`src/rtl/da_pkg.sv`:
```
// Shared definitions for the distributed-arithmetic datapath: FSM states,
// default operand sizes and the width helpers used by the LUT, address and accumulate stages.
package da_pkg;

  typedef enum logic [1:0] {
    IDLE  = 2'd0,
    ACCUM = 2'd1,
    DONE  = 2'd2
  } fsm_e;

  localparam int DEF_DATA_WIDTH_A = 8;
  localparam int DEF_DATA_WIDTH_B = 8;
  localparam int DEF_K            = 4;

  // Magnitude width of one LUT partial sum; the signed value carries one extra bit.
  function automatic int lut_width(input int data_width_b, input int k);
    return data_width_b + $clog2(k);
  endfunction

  function automatic int acc_width(input int lut_w, input int data_width_a);
    return lut_w + data_width_a + 2;
  endfunction

endpackage

```
`src/rtl/da_plane_shift.sv`:
```
// Weights one LUT partial sum by its bit-plane position; the MSB plane is negated
// because the activation is two's complement. Purely combinational so it can be retimed later.
module da_plane_shift
  import da_pkg::*;
#(
  parameter int LUT_WIDTH = 10,
  parameter int ACC_WIDTH = 20,
  parameter int CNT_W     = 3
) (
  input  logic signed [LUT_WIDTH:0]   i_lut,
  input  logic        [CNT_W-1:0]     i_shamt,
  input  logic                        i_is_msb,
  output logic signed [ACC_WIDTH-1:0] o_term
);

  logic signed [ACC_WIDTH-1:0] w_ext;
  logic signed [ACC_WIDTH-1:0] w_shift;

  always_comb begin
    w_ext   = {{(ACC_WIDTH-LUT_WIDTH-1){i_lut[LUT_WIDTH]}}, i_lut};
    w_shift = w_ext <<< i_shamt;
    o_term  = i_is_msb ? -w_shift : w_shift;
  end

endmodule

```
`src/rtl/da_shift_acc.sv`:
```
// Bit-serial shift-accumulate behind the OBC distributed-arithmetic LUT: folds one partial
// sum per activation bit-plane (LSB first), applies the offset on the MSB plane and holds the result.
module da_shift_acc
  import da_pkg::*;
#(
  parameter int DATA_WIDTH_A = DEF_DATA_WIDTH_A,
  parameter int DATA_WIDTH_B = DEF_DATA_WIDTH_B,
  parameter int K            = DEF_K,
  parameter int LUT_WIDTH    = lut_width(DATA_WIDTH_B, K),
  parameter int ACC_WIDTH    = acc_width(LUT_WIDTH, DATA_WIDTH_A)
) (
  input  logic                        clk,
  input  logic                        rst,
  input  logic                        start,
  input  logic signed [ACC_WIDTH-1:0] offset_in,
  input  logic                        lut_valid,
  input  logic signed [LUT_WIDTH:0]   lut_in,
  output logic                        busy,
  output logic signed [ACC_WIDTH-1:0] acc_out,
  output logic                        out_valid,
  input  logic                        out_ready
);

  localparam int CNT_W = (DATA_WIDTH_A > 1) ? $clog2(DATA_WIDTH_A) : 1;
  localparam logic [CNT_W-1:0] LAST_PLANE = CNT_W'(DATA_WIDTH_A - 1);

  fsm_e                        r_state;
  fsm_e                        w_next;
  logic        [CNT_W-1:0]     r_bit_cnt;
  logic signed [ACC_WIDTH-1:0] r_acc;
  logic signed [ACC_WIDTH-1:0] r_offset;
  logic signed [ACC_WIDTH-1:0] r_acc_out;
  logic signed [ACC_WIDTH-1:0] w_term;
  logic signed [ACC_WIDTH-1:0] w_acc_next;
  logic                        w_is_msb;
  logic                        w_plane;
  logic                        w_hs;
  logic                        w_load;

  assign w_is_msb = (r_bit_cnt == LAST_PLANE);
  assign w_plane  = (r_state == ACCUM) && lut_valid;
  assign w_hs     = (r_state == DONE) && out_ready;
  // A start landing on the result handshake chains straight into the next dot product.
  assign w_load   = start && ((r_state == IDLE) || w_hs);

  da_plane_shift #(
    .LUT_WIDTH (LUT_WIDTH),
    .ACC_WIDTH (ACC_WIDTH),
    .CNT_W     (CNT_W)
  ) u_plane_shift (
    .i_lut    (lut_in),
    .i_shamt  (r_bit_cnt),
    .i_is_msb (w_is_msb),
    .o_term   (w_term)
  );

  assign w_acc_next = r_acc + w_term + (w_is_msb ? r_offset : '0);

  always_ff @(posedge clk) begin
    if (rst) begin
      r_state <= IDLE;
    end else begin
      r_state <= w_next;
    end
  end

  always_comb begin
    w_next = r_state;
    case (r_state)
      IDLE:    if (start) w_next = ACCUM;
      ACCUM:   if (w_plane && w_is_msb) w_next = DONE;
      DONE:    if (w_hs) w_next = start ? ACCUM : IDLE;
      default: w_next = IDLE;
    endcase
  end

  always_comb begin
    busy      = (r_state == ACCUM);
    out_valid = (r_state == DONE);
    acc_out   = r_acc_out;
  end

  always_ff @(posedge clk) begin
    if (rst) begin
      r_acc     <= '0;
      r_bit_cnt <= '0;
      r_offset  <= '0;
      r_acc_out <= '0;
    end else if (w_load) begin
      r_acc     <= '0;
      r_bit_cnt <= '0;
      r_offset  <= offset_in;
    end else if (w_plane) begin
      r_acc <= w_acc_next;
      if (w_is_msb) begin
        r_acc_out <= w_acc_next;
        r_bit_cnt <= '0;
      end else begin
        r_bit_cnt <= r_bit_cnt + CNT_W'(1);
      end
    end
  end

endmodule

```
`config.mk`:
```
export PLATFORM = sky130hd
export DESIGN_NAME = da_shift_acc
export DESIGN_NICKNAME = d
export VERILOG_FILES = /design/src/rtl/da_pkg.sv /design/src/rtl/da_plane_shift.sv /design/src/rtl/da_shift_acc.sv
export SDC_FILE = /design/constraint.sdc
export NUM_CORES = 1
export LEC_CHECK = 0
export CAP_MARGIN = 20
export CELL_PAD_IN_SITES_DETAIL_PLACEMENT = 2
export CELL_PAD_IN_SITES_GLOBAL_PLACEMENT = 2
export CORE_ASPECT_RATIO = 0.8
export CORE_UTILIZATION = 30
export DETAILED_ROUTE_END_ITERATION = 8
export HOLD_SLACK_MARGIN = 0.05
export PLACE_DENSITY = 0.83
export REMOVE_ABC_BUFFERS = 1
export SYNTH_ARGS = -nofsm -noshare
export SYNTH_HDL_FRONTEND = slang
export SYNTH_HIERARCHICAL = 1
export SYNTH_SLANG_ARGS = --single-unit
```
`constraint.sdc`:
```
create_clock -name clk -period 5.4 [get_ports clk]
set_clock_uncertainty 0.2 [all_clocks]
set_input_delay 0.54 -clock clk [delete_from_list [all_inputs] [get_ports clk]]
set_output_delay 0.54 -clock clk [all_outputs]
set_load 0.01 [all_outputs]
```
### Word-level counts from Yosys, hierarchy flattened

Index checks and enable logic that the tools add are counted.

| word-level totals | value |
|---|---|
| word-level logic and storage cells | 34 |
| bits of input ports | 36 |
| flip-flop bits (word level) | 65 |
| output and inout port bits | 22 |

| operators by class | value |
|---|---|
| bitwise gates (word level) | 1 |
| reduce and logical (&&, ||, !) cells | 9 |
| multiplexer cells | 8 |
| equal/unequal tests | 6 |
| shift-type cells | 1 |
| add/subtract/negate cells | 4 |

Operators with widths:

| cell | count |
|---|---|
| $add A20 B20 Y20 | 2 |
| $mux W20 | 2 |
| $neg A20 Y20 | 1 |
| $sshl A11 B3 Y20 | 1 |
| $mux W2 | 3 |
| $pmux W2 S3 | 1 |
| $reduce_and A3 Y1 | 2 |
| $logic_and A1 B1 Y1 | 4 |
| $ne A2 B1 Y1 const B | 2 |
| $add A3 B1 Y3 const B | 1 |
| $eq A3 B3 Y1 const B | 1 |
| $mux W3 | 1 |
| $eq A2 B1 Y1 const B | 1 |
| $eq A2 B2 Y1 const B | 1 |
| $logic_not A2 Y1 | 1 |
| $ne A2 B2 Y1 const B | 1 |
| $reduce_or A2 Y1 | 1 |
| $logic_or A1 B1 Y1 | 1 |
| $mux W1 | 1 |
| $not A1 Y1 | 1 |

### Logic depth before layout (Yosys ltp)

Gate-level depths: netlist of run 1.

| logic depth | value |
|---|---|
| word-level depth | 6 |
| gate-level depth with buffers | 22 |
| mapped depth without buffers | 17 |

### Cells and area by module

Netlist of run 1, hierarchy kept.

By module, submodules not included:

| module | cells each | times used | area each (µm²) |
|---|---|---|---|
| da_shift_acc | 453 | 1 | 3778.6 |
| da_plane_shift | 200 | 1 | 1320.0 |

### Worst setup path after synthesis of run 1

OpenSTA, ideal clock, no wires.

| timing path | value |
|---|---|
| kind | reg2reg |
| start | reg r_bit_cnt[1] |
| end | reg r_acc_out[19], in the netlist acc_out[19] |
| setup slack | 425 ps |
| stages on the path, launching flop included | 23 |
| arrival time | 4696 ps |
| path buffers | 5 |
| period minus slack after synthesis | 4975 ps |
| data required time | 5121 ps |
| cells stage by stage | dfxtp_1 > buf_2 > buf_1 > buf_1 > nor2_1 > nand3_1 > ha_1 > inv_1 > a211o_1 > or3_1 > buf_2 > o21ai_0 > xor2_1 > fa_1 > ha_1 > clkbuf_1 > a21oi_1 > nor2_1 > a211oi_1 > a211o_1 > a21oi_1 > or3_1 > o211ai_1 |

| on the way | value |
|---|---|
| longest elaborated chain between the ends | 5 |
| elaborated cells between the ends (all ways) | 8 |
| classes of those cells | add/sub: 3; eq/ne: 1; shift: 1; mux: 2; reduce/logical: 1 |

Ends and longest elaborated chain:

| item | line | text |
|---|---|---|
| from (decl) | da_shift_acc.sv:29 | `logic [CNT_W-1:0] r_bit_cnt;` |
| from (signal assigned) | da_shift_acc.sv:99 | `r_bit_cnt <= r_bit_cnt + CNT_W'(1);` |
| $sshl A11 B3 Y20 | da_plane_shift.sv:21 | `w_shift = w_ext <<< i_shamt;` |
| $neg A20 Y20 | da_plane_shift.sv:22 | `o_term = i_is_msb ? -w_shift : w_shift;` |
| $mux W20 * | da_plane_shift.sv:22 |  |
| net w_term[12] | da_shift_acc.sv:33 | `logic signed [ACC_WIDTH-1:0] w_term;` |
| $add A20 B20 Y20 * (2 in series) | da_shift_acc.sv:57 | `assign w_acc_next = r_acc + w_term + (w_is_msb ? r_offset : '0);` |
| to (signal assigned) | da_shift_acc.sv:96 | `r_acc_out <= w_acc_next;` |
| to (decl) | da_shift_acc.sv:32 | `logic signed [ACC_WIDTH-1:0] r_acc_out;` |

The timed path passes the listed nets; every way through them passes the cells marked *.
A chain may end at the register's enable or synchronous reset.

### Worst setup path after layout of run 1

| timing path | value |
|---|---|
| start | in lut_in[1] |
| end | reg r_acc[15] |

| on the way | value |
|---|---|
| longest elaborated chain between the ends | 5 |

Ends and longest elaborated chain:

| item | line | text |
|---|---|---|
| from (decl) | da_shift_acc.sv:17 | `input logic signed [LUT_WIDTH:0] lut_in,` |
| $sshl A11 B3 Y20 * | da_plane_shift.sv:21 |  |
| $neg A20 Y20 | da_plane_shift.sv:22 |  |
| $mux W20 * | da_plane_shift.sv:22 |  |
| net w_term[10] | da_shift_acc.sv:33 |  |
| $add A20 B20 Y20 * (2 in series) | da_shift_acc.sv:57 |  |
| to (signal assigned) | da_shift_acc.sv:94 | `r_acc <= w_acc_next;` |
| to (decl) | da_shift_acc.sv:30 | `logic signed [ACC_WIDTH-1:0] r_acc;` |

Marks and branches as above.

==> metrics.md, run 1 <==
| Metric | Value |
|---|---|
| Most common cell after layout, fill and taps aside | nand2_1 |
| Crit-path max cell delay | 0.55 ns |
| Reg2Reg Depth | 17 |
| Post-layout min period | 5.22 ns |
| Syn Area/Cell | 7.81 µm² |
| Most common flop cell mapped by yosys | dfxtp_1 |
| Rel. slew slack | 40.3% |
| CTS tree | done |
| Final std cells w/o fill | 977 |
| Area growth, synth to finish | 31.0% |
| Io pins | 58 |
| Drt drc | 0 |
| Final period util | 96.7% |
| Ant diodes | 0 |
| Crit-path slowest cell | mux4_2 |
| Clk_lat worst skew | 0.34 ns |
| Min-Delay Path Class | reg2reg |
| FF-to-FF Start | r_bit_cnt[0]$_SDFFE_PP0P_ |
| Start point of the worst hold path | acc_out[17]$_SDFFE_PP0P_ |
| DIE WIDTH | 148 µm |
| CP max FO | 5 |
| Net count reported at finish | 829 |
| Register clock-pin slew on the reported worst setup and hold paths | 0.06 ns |
| Flops & latches, synth | 65 |
| Cells after DPL | 960 |
| HPWL after DPL | 15.4 mm |
| Share of cells above drive strength 1 | 15.6% |
| DRT antenna net count | 0 |
| Wire per inst | 20.8 µm |
| Via density | 5.35 |
| P_leak | 0.00259 µW |
| Actual slew at the worst max-slew pin | 0.894 ns |
| Vias in the first global route | 5991 |
| Cts repair resizes | 0 |
| Area after DPL | 0.00632 mm² |
| Ordered cell list for the critical path | clkdlybuf4s50_1, mux4_2, and2_0, a211o_1, or3_1, o21ai_0, xor2_1, buf_4, fa_1, ha_1, buf_4, nand2_1, nor2_1, a21oi_4, o21ai_1, xnor2_2, a2bb2o_1 |
| Cell row count | 42 |
| Die height | 119 µm |
| Hold path cells | 2 |
| Fmax | 192 MHz |
| Largest delay share family, worst path | compound AO/OA/AOI/OAI gates |
| Port Buf Inserts | 57 |
| Slew Limit Fails | 0 |
| Post-CTS setup repair buffer count | 0 |
| CP Launch Type | input port |
| Initial Utilization | 30.7% |
| CTS root buf | clkbuf_16 |
| CTS buffer count | 9 |
| Cells after Synth | 653 |
| Crit. End Element | register |
| Status | finished clean |
| Cell Area, Synth | 0.00510 mm² |
| First-pass GRT wire length | 32.6 mm |
| Design Area, Final | 0.00668 mm² |
| Crit path kind | in2reg |
| Hold_buf cts | 0 |
| Ys Warns | 6 |
| Final setup vio count | 0 |
| Commonest non-fill, non-tap cells in the layout | 128 x nand2_1, 79 x a21oi_1, 72 x buf_4 |
| Worst Path Buf+Inv | 3 |
| H-tree depth | 3 |
| Via Count | 5223 |
| Routed WL | 20.3 mm |
| Grt total ovfl | 0 |
| Final Hold Fails | 0 |
| Aggregate global-route resource usage | 24.1% |
| Synth cell types | 71 |
| Critical Path RT | 5.42 ns |
| VDD IR max | 0.157 mV |
| Worst path most repeated cell | buf_4 |
| Hold endpoint | acc_out[17]$_SDFFE_PP0P_ |
| Largest net degree at the start of global routing | 30 |
| Initial antenna violation count | 0 |
| Arrival time worst endpoint | 5.25 ns |
| Detailed router's first-iteration violation count | 233 |
| Total die area | 0.0175 mm² |
| Routability cong. | 0.878 |
| Clock buffer depth | 2 |
| Router iterations before antenna repair | 4 |
| Core Area | 0.0166 mm² |
| Asr flop ratio synth | 0% |
| Power Dens Cells | 229 mW/mm² |
| Max-cap violations | 0 |
| Reg2Reg Capture Point | acc_out[18]$_SDFFE_PP0P_ |
| Util after Layout | 40.2% |
| CTS sink count | 65 |
| Post-synthesis sequential area ratio | 25.5% |
| EDFF count, synth | 0 |
| Fillers | 1904 |
| Flop2flop setup slack | 0.24 ns |
-- per-layer routing --
layer	vias to the layer above	wire (µm)	global-route usage (%)
met5	-	0	0
met4	0	251	6.83
met3	20	544	3.24
met2	84	10100	42.3
met1	2646	9460	30.6
li1	2473	-	-
-- per-stage QoR --
stage                     hold WS (ns)  power, µW  setup slack (ns)  setup TNS (ns)
after global placement           0.241        848            0.0378               0
after global routing             0.282       1590          -0.00208        -0.00334
after detailed placement         0.245        868           -0.0869          -0.265
after CTS                        0.252       1540            0.0640               0
final                            0.253       1530             0.179               0
after floorplan                  0.226        697             0.203               0
-- worst max path at each step --
stage                               from                       end  slack [ns]  depth (start not counted)
2_1_floorplan  r_bit_cnt[0]$_SDFFE_PP0P_  acc_out[19]$_SDFFE_PP0P_        0.20                         15
3_3_place_gp                   lut_in[6]    r_acc[15]$_SDFFE_PP0P_        0.04                         16
3_5_place_dp                   lut_in[1]    r_acc[15]$_SDFFE_PP0P_       -0.09                         16
4_1_cts        r_bit_cnt[0]$_SDFFE_PP0P_    r_acc[15]$_SDFFE_PP0P_        0.06                         15
5_1_grt                        lut_in[1]  acc_out[18]$_SDFFE_PP0P_      -0.002                         17
6_report                       lut_in[1]    r_acc[15]$_SDFFE_PP0P_        0.18                         17
-- registers in the layout (all words and copies together) (netlist names) --
| name | cells |
|---|---|
| r_acc | 20 |
| acc_out | 20 |
| r_state | 2 |
| r_offset | 20 |
| r_bit_cnt | 3 |
-- worst register-to-register path, stage by stage, from the launching register on --
cell and delay [ns]:
dfxtp_2 0.41, buf_4 0.26, nand2_1 0.13, or4b_2 0.58, a32o_1 0.32, a21oi_1 0.26
a21oi_1 0.16, xnor2_2 0.30, buf_4 0.17, fa_1 0.43, ha_1 0.37, a21oi_1 0.24
o21ai_0 0.21, a21oi_1 0.27, nand2_1 0.09, a21oi_1 0.23, xnor2_1 0.14, a32o_1 0.28
-- report_power, final --
part | switching, µW | leakage [µW] | internal [µW]
clock | 231 | 0.000162 | 428
combinational | 202 | 0.00190 | 156
sequential | 13.6 | 0.000529 | 497
total | 447 | 0.00259 | 1080
-- cells by family after synthesis --
kind of cell	after synthesis	share of synthesized area [%]
fa+ha+maj	41	13.0
flops	65	25.5
xor+xnor	34	5.99
simple gates	249	22.2
buf+inv	57	4.49
mux	22	5.01
compound gates	185	23.8
-- synthesized netlist by cell type, drive strengths merged, types with 3 or more instances --
library cell,instances,area (µm²)
nand2b,14,87.6
xor2,16,148
and3,3,18.8
ha,21,263
o211ai,4,35.0
dfxtp,65,1300
o41ai,3,33.8
a211oi,9,67.6
nor2b,7,43.8
o21bai,5,37.5
fa,20,400
o31ai,6,45.0
nor3,5,25.0
nand4,6,37.5
o22ai,5,31.3
inv,14,52.6
a211o,5,52.6
a21oi,83,430
a31oi,3,33.8
clkbuf,33,125
nand3,7,35.0
mux2,8,90.1
a22oi,3,22.5
or3,4,25.0
nor2,43,161
nand2,128,480
buf,9,47.5
and2,23,144
xnor2,18,158
o21ai,31,155
mux2i,12,120
a21o,7,52.6
a2bb2o,3,41.3
-- final cells by class --
| class | instances | area (µm²) | area share, % |
|---|---|---|---|
| tap | 220 | 275 | 4.12 |
| clock buffer | 11 | 253 | 3.78 |
| sequential | 65 | 1300 | 19.5 |
| clock inverter | 5 | 77.6 | 1.16 |
| inverter | 15 | 56.3 | 0.843 |
| timing repair buffer | 130 | 1120 | 16.8 |
| multi-input combinational | 531 | 3590 | 53.8 |
Note: power is estimated with default switching activity, not from simulation.
==> run 2: changes to the inputs <==
MAX_ROUTING_LAYER = met4   (was unset)
==> metrics.md, run 2 (synthesis gave the netlist of run 1 again) <==
| Metric | Value |
|---|---|
| Power Dens Cells | 225 mW/mm² (was 229 mW/mm²) |
| VDD IR max | 0.173 mV (was 0.157 mV) |
| Max-cap violations | 0 (unchanged) |
| DRT antenna net count | 0 (unchanged) |
| Slew Limit Fails | 0 (unchanged) |
| Port Buf Inserts | 57 (unchanged) |
| Min-Delay Path Class | reg2reg (unchanged) |
| Crit-path max cell delay | 0.61 ns (was 0.55 ns) |
| Ant diodes | 0 (unchanged) |
| Detailed router's first-iteration violation count | 171 (was 233) |
| Cell row count | 42 (unchanged) |
| First-pass GRT wire length | 33.1 mm (was 32.6 mm) |
| Actual slew at the worst max-slew pin | 0.907 ns (was 0.894 ns) |
| Die height | 119 µm (unchanged) |
| DIE WIDTH | 148 µm (unchanged) |
| Total die area | 0.0175 mm² (unchanged) |
| Core Area | 0.0166 mm² (unchanged) |
| CTS sink count | 65 (unchanged) |
| CTS tree | done (unchanged) |
| Rel. slew slack | 39.5% (was 40.3%) |
| CP Launch Type | input port (unchanged) |
| H-tree depth | 3 (unchanged) |
| Post-CTS setup repair buffer count | 0 (unchanged) |
| Net count reported at finish | 829 (unchanged) |
| Largest net degree at the start of global routing | 30 (unchanged) |
| CTS buffer count | 9 (unchanged) |
| Arrival time worst endpoint | 5.22 ns (was 5.25 ns) |
| Area growth, synth to finish | 30.8% (was 31.0%) |
| Status | finished clean (unchanged) |
| Crit. End Element | register (unchanged) |
| Final setup vio count | 0 (unchanged) |
| Share of cells above drive strength 1 | 15.1% (was 15.6%) |
| Router iterations before antenna repair | 4 (unchanged) |
| Worst path most repeated cell | a21oi_1 (was buf_4) |
| CP max FO | 4 (was 5) |
| Commonest non-fill, non-tap cells in the layout | 128 x nand2_1, 80 x a21oi_1, 71 x buf_4 (was 128 x nand2_1, 79 x a21oi_1, 72 x buf_4) |
| Io pins | 58 (unchanged) |
| Routed WL | 20.7 mm (was 20.3 mm) |
| Critical Path RT | 5.42 ns (about the same) |
| Wire per inst | 21.2 µm (was 20.8 µm) |
| Largest delay share family, worst path | compound AO/OA/AOI/OAI gates (unchanged) |
| Aggregate global-route resource usage | 25.3% (was 24.1%) |
| Grt total ovfl | 0 (unchanged) |
| Setup slack after layout | 0.208 ns (was 0.179 ns) |
| Most common cell after layout, fill and taps aside | nand2_1 (unchanged) |
| Register clock-pin slew on the reported worst setup and hold paths | 0.05 ns (was 0.06 ns) |
| Final total power | 1500 µW (was 1530 µW) |
| Initial antenna violation count | 0 (unchanged) |
| Final Hold Fails | 0 (unchanged) |
| Initial Utilization | 30.7% (unchanged) |
| Via Count | 5233 (was 5223) |
| Via density | 5.36 (was 5.35) |
| Drt drc | 0 (unchanged) |
| Crit-path slowest cell | or4b_2 (was mux4_2) |
| Clk_lat worst skew | 0.34 ns (about the same) |
| Ordered cell list for the critical path | clkdlybuf4s50_1, nor2b_1, or4b_2, a32o_1, a21oi_1, a21oi_1, xnor2_1, buf_4, fa_1, ha_1, a21oi_1, o21ai_0, a21oi_1, nand2_1, a21oi_1, xnor2_1, a32o_1 (was clkdlybuf4s50_1, mux4_2, and2_0, a211o_1, or3_1, o21ai_0, xor2_1, buf_4, fa_1, ha_1, buf_4, nand2_1, nor2_1, a21oi_4, o21ai_1, xnor2_2, a2bb2o_1) |
| Flop2flop setup slack | 0.23 ns (was 0.24 ns) |
| Util after Layout | 40.2% (about the same) |
| Crit path kind | in2reg (unchanged) |
| Placement Setup Slack | -0.0681 ns (was -0.0869 ns) |
| Worst Path Buf+Inv | 2 (was 3) |
| CTS root buf | clkbuf_16 (unchanged) |
| Post-layout min period | 5.19 ns (was 5.22 ns) |
| Routability cong. | 0.877 (was 0.878) |
| Vias in the first global route | 6015 (was 5991) |
| Final period util | 96.2% (was 96.7%) |
| Hold_buf cts | 0 (unchanged) |
| P_leak | 0.00258 µW (was 0.00259 µW) |
| Clock buffer depth | 2 (unchanged) |
| Fmax | 193 MHz (was 192 MHz) |
| HPWL after DPL | 15.5 mm (was 15.4 mm) |
==> run 2: cell types whose count changed in the layout (fill, tap and decap cells not counted), sizes merged <==
cell,delta
clkinv,-1
clkinvlp,-1
clkbuf,+1
==> run 2: timing repair <==
| action | CTS | global route |
|---|---|---|
| endpoints found under the setup margin | 0 | 12 |
| resized for setup | 0 | 4 |
| endpoints found under the hold margin | 0 | 0 |
==> run 2: path summary, 6_finish.rpt <==
path,from,to,depth (start not counted)
setup reg to reg,r_bit_cnt[1]$_SDFFE_PP0P_,acc_out[18]$_SDFFE_PP0P_,16
hold reg to reg,r_offset[13]$_SDFFE_PP0P_,r_offset[13]$_SDFFE_PP0P_,2
hold / removal,r_offset[13]$_SDFFE_PP0P_,r_offset[13]$_SDFFE_PP0P_,2
setup / recovery,lut_in[6],acc_out[18]$_SDFFE_PP0P_,17
==> run 2: layer usage <==
metal	up-vias	part of all wire [%]	wire length (µm)	track usage [%]
li1	2477	-	-	-
met1	2656	47	9630	30.8
met2	77	49	10200	43.5
met3	23	2.7	557	4.21
met4	0	1.6	339	5.99
met5	-	0	0	-
==> run 2: report_power, final <==
| part | switching [µW] | leakage, µW | internal, µW | total (µW) |
|---|---|---|---|---|
| clock network | 219 | 0.000153 | 414 | 633 |
| logic | 203 | 0.00190 | 157 | 361 |
| registers | 13.5 | 0.000529 | 497 | 510 |
==> run 2: final cells by class <==
type / count / area, µm²
flip-flops and latches: 65 / 1300
clock inverters: 3 / 65.1
clock buffers: 12 / 246
multi-input cells: 531 / 3590
well taps: 220 / 275
inverters: 15 / 56.3
fillers: 1952 / 9940
repair buffers: 130 / 1130
==> run 2: per-stage QoR <==
step	hold WS, ns	TNS, ns	cells	instance area, µm²
2_1_floorplan	0.226	0	611	4930
5_1_grt	0.284	-0.0186	976	6670
3_5_place_dp	0.250	-0.240	960	6330
4_1_cts	0.259	0	975	6640
3_3_place_gp	0.242	0	960	6330
6_report	0.255	0	976	6670
==> run 2: tightest hold or removal path, stage by stage, from the launching register on <==
cell and delay, ns:
dfxtp_1 0.30, nand2_1 0.05, a21oi_1 0.05
==> run 3: changes to the inputs <==
GPL_TIMING_DRIVEN = 0   (was unset)
==> metrics.md, run 3 (synthesis gave the netlist of run 1 again) <==
| Metric | Value |
|---|---|
| Largest delay share family, worst path | simple AND/OR/NAND/NOR gates (was compound AO/OA/AOI/OAI gates) |
| Area after DPL | 0.00586 mm² (was 0.00633 mm²) |
| Hold slack final | 0.252 ns (was 0.255 ns) |
| Routed WL | 18.2 mm (was 20.7 mm) |
| DRT antenna net count | 0 (unchanged) |
| Net count reported at finish | 760 (was 829) |
| Final period util | 95.3% (was 96.2%) |
| Reg2Reg Depth | 15 (was 16) |
| Via Count | 4943 (was 5233) |
| VDD IR max | 0.146 mV (was 0.173 mV) |
| Initial antenna violation count | 0 (unchanged) |
| Post-CTS setup repair buffer count | 0 (unchanged) |
| Power Internal | 983 µW (was 1070 µW) |
| Routability cong. | 0.858 (was 0.877) |
| CP max FO | 7 (was 4) |
| Commonest non-fill, non-tap cells in the layout | 128 x nand2_1, 77 x a21oi_1, 62 x dfxtp_1 (was 128 x nand2_1, 80 x a21oi_1, 71 x buf_4) |
| Crit-path max cell delay | 0.69 ns (was 0.61 ns) |
| Register clock-pin slew on the reported worst setup and hold paths | 0.06 ns (was 0.05 ns) |
| Setup_tns | 0 ns (unchanged) |
| Rel. slew slack | 36.0% (was 39.5%) |
| Setup slack after layout | 0.256 ns (was 0.208 ns) |
| Multi-input logic area | 0.00367 mm² (was 0.00359 mm²) |
| Actual slew at the worst max-slew pin | 0.959 ns (was 0.907 ns) |
| Critical Path RT | 5.45 ns (was 5.42 ns) |
| Port Buf Inserts | 57 (unchanged) |
| Crit-path slowest cell | or4b_2 (unchanged) |
| CP Launch Type | input port (unchanged) |
| Stages on the worst setup path | 14 (was 17) |
| CTS buffer count | 9 (unchanged) |
| DIE WIDTH | 148 µm (unchanged) |
| Status | finished clean (unchanged) |
| Fillers | 1929 (was 1952) |
| Io pins | 58 (unchanged) |
| Min-Delay Path Class | reg2reg (unchanged) |
| Detailed router's first-iteration violation count | 224 (was 171) |
| H-tree depth | 3 (unchanged) |
| First-pass GRT wire length | 29.6 mm (was 33.1 mm) |
| Sequential fraction of design power | 36.1% (was 33.9%) |
| Clock buffer depth | 2 (unchanged) |
| Largest net degree at the start of global routing | 43 (was 30) |
| Core Area | 0.0166 mm² (unchanged) |
| Worst Path Buf+Inv | 1 (was 2) |
| CTS root buf | clkbuf_16 (unchanged) |
| Design Area, Final | 0.00627 mm² (was 0.00667 mm²) |
| Initial Utilization | 30.7% (unchanged) |
| Arrival time worst endpoint | 5.20 ns (was 5.22 ns) |
| Switching share of power | 30.4% (was 29.0%) |
| Combinational Power Share | 21.5% (was 24.0%) |
| Slew Limit Fails | 0 (unchanged) |
| Share of cells above drive strength 1 | 10.0% (was 15.1%) |
| Setup crit start | lut_in[5] (was lut_in[6]) |
| HPWL after DPL | 13.6 mm (was 15.5 mm) |
| Ordered cell list for the critical path | clkdlybuf4s50_1, or4b_2, a32o_1, or3_4, o31ai_2, xor2_2, fa_1, ha_2, and2_1, nand2_1, o31ai_2, xor2_1, nand2_1, a21oi_1 (was clkdlybuf4s50_1, nor2b_1, or4b_2, a32o_1, a21oi_1, a21oi_1, xnor2_1, buf_4, fa_1, ha_1, a21oi_1, o21ai_0, a21oi_1, nand2_1, a21oi_1, xnor2_1, a32o_1) |
| Cell row count | 42 (unchanged) |
| Final setup vio count | 0 (unchanged) |
| Max-cap violations | 0 (unchanged) |
| Total die area | 0.0175 mm² (unchanged) |
| Vias in the first global route | 5574 (was 6015) |
| Most common cell after layout, fill and taps aside | nand2_1 (unchanged) |
| FF-to-FF Start | r_bit_cnt[0]$_SDFFE_PP0P_ (was r_bit_cnt[1]$_SDFFE_PP0P_) |
| Unrepaired setup endpoints after global routing | false |
| Power Dens Cells | 225 mW/mm² (about the same) |
| Start point of the worst hold path | r_offset[14]$_SDFFE_PP0P_ (was r_offset[13]$_SDFFE_PP0P_) |
| CTS tree | done (unchanged) |
| Clock network fraction of design power | 42.4% (was 42.1%) |
| Post-layout min period | 5.14 ns (was 5.19 ns) |
| Net Sw Power | 429 µW (was 436 µW) |
| Grt total ovfl | 0 (unchanged) |
| Placement Setup Slack | -0.702 ns (was -0.0681 ns) |
| Reg2Reg Capture Point | r_acc[16]$_SDFFE_PP0P_ (was acc_out[18]$_SDFFE_PP0P_) |
| Die height | 119 µm (unchanged) |
| Reg area | 0.00131 mm² (was 0.00130 mm²) |
| CTS sink count | 65 (unchanged) |
| Drt drc | 0 (unchanged) |
| Ant diodes | 0 (unchanged) |
| Final Hold Fails | 0 (unchanged) |
| Flop2flop setup slack | 0.26 ns (was 0.23 ns) |
| Crit. End Element | register (unchanged) |
| P_leak | 0.00230 µW (was 0.00258 µW) |
| Util after Layout | 37.8% (was 40.2%) |
| Crit path kind | in2reg (unchanged) |
| Wire per inst | 20.1 µm (was 21.2 µm) |
| CP Capture Point | r_acc[16]$_SDFFE_PP0P_ (was acc_out[18]$_SDFFE_PP0P_) |
| Aggregate global-route resource usage | 22.4% (was 25.3%) |
| Via density | 5.44 (was 5.36) |
| Fmax | 194 MHz (was 193 MHz) |
| Clk_lat worst skew | 0.35 ns (was 0.34 ns) |
| Area growth, synth to finish | 23.0% (was 30.8%) |
| Router iterations before antenna repair | 4 (unchanged) |
[run 3: through the flow]
step                      total power, µW  instances
final                                1410        908
after global placement                795        888
after floorplan                       697        611
after global routing                 1480        908
after CTS                            1420        908
after detailed placement              816        892
[run 3: what timing repair did]
action	in CTS	in global routing
endpoints found under the hold margin	0	0
hold buffers	0	0
resized for setup	16	21
pin swaps	3	4
setup endpoints to repair	24	16
[run 3: worst min path at each step]
| stage | endpoint | slack (ns) | cells after the start |
|---|---|---|---|
| after floorplan | r_offset[10]$_SDFFE_PP0P_ | 0.23 | 2 |
| after global placement | r_offset[9]$_SDFFE_PP0P_ | 0.24 | 2 |
| after detailed placement | r_offset[6]$_SDFFE_PP0P_ | 0.25 | 2 |
| after CTS | r_offset[6]$_SDFFE_PP0P_ | 0.25 | 2 |
| after global routing | r_offset[6]$_SDFFE_PP0P_ | 0.27 | 2 |
| final | r_offset[14]$_SDFFE_PP0P_ | 0.25 | 2 |
[run 3: power groups by stage]
stage	Combinational, µW	Clock, µW	Sequential, µW
6_report	303	598	510
5_1_grt	333	630	512
4_1_cts	302	609	511
3_5_place_dp	295	0	521
3_3_place_gp	274	0	521
2_1_floorplan	179	0	518
[run 3: routing by layer]
| metal | part of all wire, % | wire length [µm] | GRT usage (%) |
|---|---|---|---|
| met5 | 0 | 0 | - |
| met1 | 47 | 8550 | 28.5 |
| met3 | 4.3 | 777 | 4.05 |
| met2 | 47 | 8640 | 36.5 |
| met4 | 1.4 | 257 | 5.93 |
[run 3: final cells by class]
| cell class | instances | area share [%] |
|---|---|---|
| multi-input combinational | 531 | 58.5 |
| sequential | 65 | 20.9 |
| timing repair buffer | 61 | 10.5 |
| tap | 220 | 4.39 |
| clock buffer | 11 | 3.87 |
| inverter | 15 | 0.918 |
| clock inverter | 5 | 0.878 |
[run 3: worst min-delay path: stages (launching register included)]
cell	delay (ns)
dfxtp_1	0.30
nand2_1	0.05
a21oi_1	0.05
==> RTL change (settings of run 3) <==
Change the package constant `DEF_DATA_WIDTH_A` from 8 to 16.
--- a/src/rtl/da_pkg.sv
+++ b/src/rtl/da_pkg.sv
@@ -8,7 +8,7 @@
     DONE  = 2'd2
   } fsm_e;
 
-  localparam int DEF_DATA_WIDTH_A = 8;
+  localparam int DEF_DATA_WIDTH_A = 16;
   localparam int DEF_DATA_WIDTH_B = 8;
   localparam int DEF_K            = 4;
 
Interface: changed (resized acc_out and offset_in); port bits go from 58 to 74. The function was not compared with the original's and may differ.
==> RTL change against run 3 <==
The run now ends with setup timing left; cell area up 51%; count of clock-buffer cells in the layout did not move; non-clock buffer count is 55 higher; cell count increased by 42%; synthesized area rose by 41%; setup slack worse by 0.41 ns; sequential share of layout area is 1.7 points lower; wire length up 70%; power rose by 30%; worst hold slack better by 0.0019 ns; sequential cell count increased by 25; largest power group is now sequential cells.
==> RTL change: results (changes against run 3) <==
| Metric | Value |
|---|---|
| Final number of setup-violating endpoints | 16 (was 0) |
| Maximum fanout along the worst path | 9 (was 7) |
| Syn Inst Count | 900 (was 653) |
| Slew at the pin closest to its max-slew limit | 1.19 ns (was 0.959 ns) |
| Top cells by count, synth | nand2_1 (180), a21oi_1 (99), dfxtp_1 (90) (was nand2_1 (128), a21oi_1 (81), dfxtp_1 (65)) |
| Post-detail-place hpwl | 18900 um (was 13600 um) |
| Port-buffer cells | 73 (was 57) |
| Global-route total usage across every layer | 22.6% (was 22.4%) |
| Synth unique cells | 83 (was 71) |
| Layout cells sized above 1 | 18.5% (was 10.0%) |
| Wire length of the first global-routing pass | 42400 um (was 29600 um) |
| Clk_lat worst skew | 0.37 ns (was 0.35 ns) |
| Total length of routed wires | 31000 um (was 18200 um) |
| Average vias per placed instance | 5.78 (was 5.44) |
| Outcome | complete, but fails checks (was completed) |
| Type of origin of the critical path | flip-flop (was input pin) |
| Fill cell instance count of the final layout | 2552 (was 1929) |
| Beginning of the worst register-to-register path | r_bit_cnt[0]$_SDFFE_PP0P_ (unchanged) |
| Placed insts | 1235 (was 892) |
| Setup WS post-layout | -0.152 ns (was 0.256 ns) |
| Worst-case vdd ir drop | 0.000149 V (was 0.000146 V) |
| Vias in the first global route | 7503 (was 5574) |
| Initial detailed-routing violation count | 424 (was 224) |
| Maximum number of pins on one net before global-route repair | 47 (was 43) |
| First-pass iteration count of the detailed router | 6 (was 4) |
| Synth top area cells | dfxtp_1 (25%), nand2_1 (9.4%), fa_1 (7.8%) (was dfxtp_1 (26%), nand2_1 (9.4%), a21oi_1 (8.0%)) |
| Placer Congestion | 0.837 (was 0.858) |
| Number of nets in the final layout | 1068 (was 760) |
| Violated checks | setup timing |
| Startpoint of the worst hold path | r_offset[25]$_SDFFE_PP0P_ (was r_offset[14]$_SDFFE_PP0P_) |
| Overall via count from detail_route | 7424 (was 4943) |
| Placed Area | 8270 um^2 (was 5860 um^2) |
| Static leakage | 3.43 nW (was 2.30 nW) |
| Share of synthesized area occupied by flip-flops and latches | 25.0% (was 25.5%) |
-- RTL change: worst paths after layout --
kind,end
worst min-delay path,r_offset[25]$_SDFFE_PP0P_
worst max-delay path,r_acc[23]$_SDFFE_PP0P_
worst max register to register,r_acc[23]$_SDFFE_PP0P_
worst min register to register,r_offset[25]$_SDFFE_PP0P_
-- RTL change: layer usage --
metal | vias to the layer above | track usage (%) | share of wire, %
met1 | 3771 | 28.7 | 42
li1 | 3293 | - | -
met2 | 252 | 37.8 | 50
met3 | 108 | 2.94 | 4.3
met4 | 0 | 6.00 | 4.3
met5 | - | - | 0
-- RTL change: kinds of logic after synthesis --
logic type,count (synthesis),share of synthesized area [%]
compound gates,243,21.1
xor+xnor,46,5.78
fa+ha+maj,56,12.6
buf+inv,78,4.84
flops,90,25.0
mux,37,7.92
simple gates,350,22.7
-- RTL change: worst max-delay path, cell delays in order (launching register included) --
cell and delay (ns):
dfxtp_4 0.40, buf_4 0.19, mux2_2 0.40, and4_1 0.24, a221o_1 0.33, or4b_4 0.63, or3b_1 0.40, o31ai_2 0.22
xor2_1 0.34, fa_2 0.56, ha_4 0.29, a21oi_1 0.22, o21ai_1 0.14, o31a_2 0.43, xnor2_2 0.18, a211oi_1 0.27
-- RTL change: area by class of cell --
cell class / count / area share (%)
clock buffer: 11 / 2.68
clock inverter: 5 / 0.663
inverter: 19 / 0.835
multi-input combinational: 732 / 59.2
sequential: 90 / 19.2
tap: 312 / 4.14
timing repair buffer: 116 / 13.3
-- RTL change: repair_timing --
item | CTS | global route
cloned | 0 | 2
pin swaps | 13 | 31
setup buffers | 13 | 18
endpoints found under the setup margin | 34 | 26
gates resized for setup | 63 | 69
-- RTL change: power breakdown --
part	switching, mW	internal, mW
sequential	0.0142	0.682
combinational	0.266	0.186
clock	0.304	0.386
-- RTL change: stage by stage --
stage / hold WS [ns] / power (mW) / worst slack (ns) / utilization [%] / setup TNS [ns]
6_report: 0.254 / 1.84 / -0.152 / 40.2 / -1.18
3_5_place_dp: 0.248 / 1.08 / -1.36 / 35.2 / -26.69
2_1_floorplan: 0.226 / 0.924 / -0.300 / - / -2.83
3_3_place_gp: 0.239 / 1.04 / -1.69 / 34.3 / -59.18
5_1_grt: 0.273 / 1.92 / -0.234 / 40.2 / -3.20
4_1_cts: 0.261 / 1.80 / 0.00258 / 38.0 / 0
